===== src/rtl/hazard_tracker.sv =====
// Stall and forwarding control for a 5-stage pipeline: tracks E/M/W destination
// records and compares them with the D-stage operand use times.
module hazard_tracker (
   input  logic        clk,
   input  logic        reset,
   input  logic [1:0]  d_tuse_rs,
   input  logic [1:0]  d_tuse_rt,
   input  logic [4:0]  d_rs,
   input  logic [4:0]  d_rt,
   input  logic [2:0]  d_res,
   input  logic [4:0]  d_a3,
   output logic        stall,
   output logic [1:0]  fwd_rs_sel,
   output logic [1:0]  fwd_rt_sel,
   output logic [15:0] stall_cnt
);

   localparam logic [2:0] RES_ALU = 3'd1;
   localparam logic [2:0] RES_DM  = 3'd2;
   localparam logic [2:0] RES_PC  = 3'd3;

   logic       r_e_vld, r_m_vld, r_w_vld;
   logic [4:0] r_e_a3,  r_m_a3,  r_w_a3;
   logic [1:0] r_e_tnew, r_m_tnew, r_w_tnew;
   logic [15:0] r_stall_cnt;

   logic       w_d_vld;
   logic [1:0] w_d_tnew;
   logic       w_rs_e, w_rs_m, w_rs_w, w_rt_e, w_rt_m, w_rt_w;
   logic       w_stall_rs, w_stall_rt;

   always_comb begin
      w_d_tnew = 2'd0;
      case (d_res)
         RES_ALU: w_d_tnew = 2'd1;
         RES_DM:  w_d_tnew = 2'd2;
         default: w_d_tnew = 2'd0;
      endcase
   end

   assign w_d_vld = (d_res == RES_ALU || d_res == RES_DM || d_res == RES_PC) && (d_a3 != 5'd0);

   assign w_rs_e = r_e_vld && (r_e_a3 == d_rs) && (d_rs != 5'd0);
   assign w_rs_m = r_m_vld && (r_m_a3 == d_rs) && (d_rs != 5'd0);
   assign w_rs_w = r_w_vld && (r_w_a3 == d_rs) && (d_rs != 5'd0);
   assign w_rt_e = r_e_vld && (r_e_a3 == d_rt) && (d_rt != 5'd0);
   assign w_rt_m = r_m_vld && (r_m_a3 == d_rt) && (d_rt != 5'd0);
   assign w_rt_w = r_w_vld && (r_w_a3 == d_rt) && (d_rt != 5'd0);

   // Tuse_no (3) can never be below a tnew of at most 2, so it never stalls.
   assign w_stall_rs = (w_rs_e && (d_tuse_rs < r_e_tnew)) || (w_rs_m && (d_tuse_rs < r_m_tnew));
   assign w_stall_rt = (w_rt_e && (d_tuse_rt < r_e_tnew)) || (w_rt_m && (d_tuse_rt < r_m_tnew));
   assign stall      = w_stall_rs || w_stall_rt;

   // Youngest match wins; a younger producer still in flight blocks older ones.
   function automatic logic [1:0] fwd_sel(input logic me, input logic mm, input logic mw,
                                          input logic [1:0] te, input logic [1:0] tm,
                                          input logic [1:0] tw);
      if (me)      fwd_sel = (te == 2'd0) ? 2'd1 : 2'd0;
      else if (mm) fwd_sel = (tm == 2'd0) ? 2'd2 : 2'd0;
      else if (mw) fwd_sel = (tw == 2'd0) ? 2'd3 : 2'd0;
      else         fwd_sel = 2'd0;
   endfunction

   assign fwd_rs_sel = fwd_sel(w_rs_e, w_rs_m, w_rs_w, r_e_tnew, r_m_tnew, r_w_tnew);
   assign fwd_rt_sel = fwd_sel(w_rt_e, w_rt_m, w_rt_w, r_e_tnew, r_m_tnew, r_w_tnew);
   assign stall_cnt  = r_stall_cnt;

   always_ff @(posedge clk) begin
      if (!reset) begin
         r_e_vld     <= 1'b0;  r_e_a3 <= 5'd0;  r_e_tnew <= 2'd0;
         r_m_vld     <= 1'b0;  r_m_a3 <= 5'd0;  r_m_tnew <= 2'd0;
         r_w_vld     <= 1'b0;  r_w_a3 <= 5'd0;  r_w_tnew <= 2'd0;
         r_stall_cnt <= 16'd0;
      end else begin
         if (stall) begin
            r_e_vld  <= 1'b0;
            r_e_a3   <= 5'd0;
            r_e_tnew <= 2'd0;
         end else begin
            r_e_vld  <= w_d_vld;
            r_e_a3   <= d_a3;
            r_e_tnew <= w_d_tnew;
         end
         r_m_vld  <= r_e_vld;
         r_m_a3   <= r_e_a3;
         r_m_tnew <= (r_e_tnew == 2'd0) ? 2'd0 : r_e_tnew - 2'd1;
         r_w_vld  <= r_m_vld;
         r_w_a3   <= r_m_a3;
         r_w_tnew <= (r_m_tnew == 2'd0) ? 2'd0 : r_m_tnew - 2'd1;
         if (stall && r_stall_cnt != 16'hFFFF) r_stall_cnt <= r_stall_cnt + 16'd1;
      end
   end

endmodule


===== config.mk =====
export PLATFORM = sky130hd
export DESIGN_NAME = hazard_tracker
export DESIGN_NICKNAME = d
export VERILOG_FILES = /design/src/rtl/hazard_tracker.sv
export SDC_FILE = /design/constraint.sdc
export NUM_CORES = 1
export LEC_CHECK = 0
export ABC_AREA = 1
export CELL_PAD_IN_SITES_DETAIL_PLACEMENT = 0
export CELL_PAD_IN_SITES_GLOBAL_PLACEMENT = 1
export CORE_MARGIN = 8
export CORE_UTILIZATION = 39
export DETAILED_ROUTE_END_ITERATION = 8
export GPL_TIMING_DRIVEN = 0
export PLACE_DENSITY_LB_ADDON = 0.1
export SETUP_SLACK_MARGIN = 0.15
export SLEW_MARGIN = 25
export SYNTH_ARGS = -nofsm -noshare
export SYNTH_HDL_FRONTEND = slang
export SYNTH_SLANG_ARGS = --single-unit
export TNS_END_PERCENT = 10

===== constraint.sdc =====
create_clock -name clk -period 5.2 [get_ports clk]
set_input_delay 1.3 -clock clk [delete_from_list [all_inputs] [get_ports clk]]
set_output_delay 1.3 -clock clk [all_outputs]
set_load 0.01 [all_outputs]

==> impl_metrics.ini <==
[status]
status = complete, no violations

[timing]
min_period_over_period_pct = 90.98
tightestPinTransition_ns = 0.4929
rsz0062_at_grt = false
clock.fmax_mhz = 211.4
timing.final.hold_violations = 0
tns_ns = 0
slew_headroom_pct = 67.14
finalSetupViolations = 0
drv_slew = 0
worst_slack_ns = 0.4692
period_needed_ns = 4.731
fin_skew_ns = 0.008140

[grt]
grt_usage_pct = 15.28
grt_overflow = 0
grt_max_degree = 13
antenna_found_initial = 0
grt_pass1_vias = 2405
grt_pass1_wl_um = 11080

[finish]
drive_gt1_share_pct = 7.356
insertedDiodeCount = 0
final_common_cell = nand2_1
final_cell_mix = 108 x nand2_1, 74 x inv_1, 44 x clkdlybuf4s50_1
finalInstanceArea_mm2 = 0.003078
nNetsFinal = 466
area_growth_pct = 27.46

[drt]
drc_errors = 0
ant_nets = 0
wl_met2_um = 2669
drt_iter0_drc = 118
wire_per_inst_um = 12.49
num_vias = 2408
wl_met1_um = 3172
wl_met3_um = 476
wirelength_um = 6371
firstDrtPassIters = 4
maxUsedRoutingLayer = met4
vias_per_cell = 4.722

[clock_network]
post_cts_buffers = 0
clk_pin_slew_worst_paths_ns = 0.07
ctsResizeCount = 0
numCtsBuffers = 5
cts_root_buf = clkbuf_8
hold_buffers = 0
cts_max_level = 2
clock-sinks = 40
clkLatencyLatePin_ns = 0.29
tritoncts = built
clock_path_buffers = 2

[critical_path]
path_buf_inv = 5
crit_type = input port to output pin
worst_setup_path_start_kind = input port
path_cells = clkdlybuf4s50_1, inv_2, a21oi_1, nand2_1, nor2_2, nand3_1, nand2_2, inv_2, nand2_8, buf_8, clkdlybuf4s50_1
path_depth = 11
crit_arrival_ns = 3.43
slowest_stage = clkdlybuf4s50_1
cp-end-kind = output pin
crit_fanout = 10
ff2ff_path_depth = 12
crit_required_ns = 3.90
cp_top_family = buffers and inverters
slowest_delay_ns = 0.58

[yosys]
syn_nets = 415
postSynthAreaPerCell_um2 = 6.289
synth-seq-cells = 40
yosys.area.top_type_share_pct = 33.16
synth_area_mm2 = 0.002415
yosys_warnings = 0
synth_cell_types = 29
synth_area_leaders = dfxtp_1 33%, nand2_1 17%, inv_1 12%, nand3_1 6.6%, nor2_1 6.5%
syn-instance-count = 384
ys_seq_area_share_pct = 33.16
synth_area_leader_cell = dfxtp_1

[worst_hold_path]
hold_depth = 2
hp-class = flop to flop

[place]
dp_hpwl_um = 5084
pre_cts_slack_ns = 0.4652
dpl-instance-area_mm2 = 0.002949
place_congestion = 0.9053
port_buffers = 44

[floorplan]
die_area_mm2 = 0.008966
core_area_mm2 = 0.005956
io_pins = 45
initial_core_util_pct = 40.55
rows = 28
die_x_um = 94.69
die_h_um = 94.69

[power_and_ir_drop]
p_leak_nw = 1.490
peakVddDrop_uv = 126.8
p_per_area_mw_per_mm2 = 227.6

[flow_run]
cap_violations = 0
[routing by layer]
metal	vias up	global-route usage, %
li1	1287	-
met2	70	23.70
met3	5	3.492
met1	1046	20.64
met5	-	0
met4	0	4.291
[where the power goes]
part | total, mW | switching [mW] | internal, mW
sequential | 0.320 | 0.00699 | 0.313
combinational | 0.0789 | 0.0425 | 0.0364
clock | 0.301 | 0.112 | 0.189
total | 0.700 | 0.162 | 0.539
[cell type report]
class | count | area [um^2]
buffer | 5 | 42.54
timing repair buffer | 44 | 440.4
clock inverter | 2 | 60.06
fill | 647 | 2878
inverter | 80 | 300.3
tap | 75 | 93.84
clock buffer | 5 | 68.82
multi-input combinational | 259 | 1271
sequential | 40 | 800.8
[worst paths after layout]
path,start,endpoint,slack [ns]
worst max-delay path,d_rs[3],stall,0.47
worst min-delay path,r_e_vld$_SDFF_PP0_,r_m_vld$_SDFF_PN0_,0.43
worst max register to register,stall_cnt[0]$_SDFFE_PN0P_,stall_cnt[6]$_SDFFE_PN0P_,3.39
worst min register to register,r_e_vld$_SDFF_PP0_,r_m_vld$_SDFF_PN0_,0.43
[tightest hold or removal path: cells and delay by family (launching register included)]
family | cells | cell delay, ns
flip-flops | 1 | 0.31
AND/OR/NAND/NOR | 1 | 0.05
buffers and inverters | 1 | 0.03
[Yosys cell counts]
cell and n:
a21oi_1 17, a21oi_2 3, buf_1 1, buf_2 1
buf_8 2, clkbuf_1 1, dfxtp_1 40, ha_1 7
inv_1 74, inv_2 6, nand2_1 108, nand2_2 3
nand2_8 1, nand3_1 32, nand3_2 2, nand4_1 5
nand4_2 1, nor2_1 42, nor2_2 4, nor2_4 2
nor3_1 13, nor3b_1 1, o211ai_1 2, o21ai_0 5
o221ai_1 1, o22ai_1 4, o32ai_1 1, xnor2_1 4
xor2_1 1
[state kept, by name, indices dropped and copies added, names as in the netlist]
signal     count
r_m_a3         5
r_m_tnew       2
r_w_tnew       2
r_e_tnew       2
r_w_vld        1
r_e_a3         5
r_m_vld        1
stall_cnt     16
r_w_a3         5
r_e_vld        1
[per-stage QoR]
step	power, mW	util (%)	std cells	hold WS (ns)
floorplan	0.3702	-	384	0.4071
global placement	0.4065	49.52	503	0.4134
detailed placement	0.4068	49.52	503	0.4210
CTS	0.7112	51.68	510	0.4317
global route	0.7346	51.68	510	0.4469
finish	0.7004	51.68	510	0.4295
[cell families after synthesis]
family / Yosys count / share of synthesized area (%)
and+or+nand+nor: 214 / 39.17
AOI/OAI and AO/OA: 33 / 8.031
xor gates and xnor gates: 5 / 1.813
DFF: 40 / 33.16
adders and majority gates: 7 / 3.627
buffers and inverters: 85 / 14.20
No activity file was read; power rests on OpenSTA's default activity.
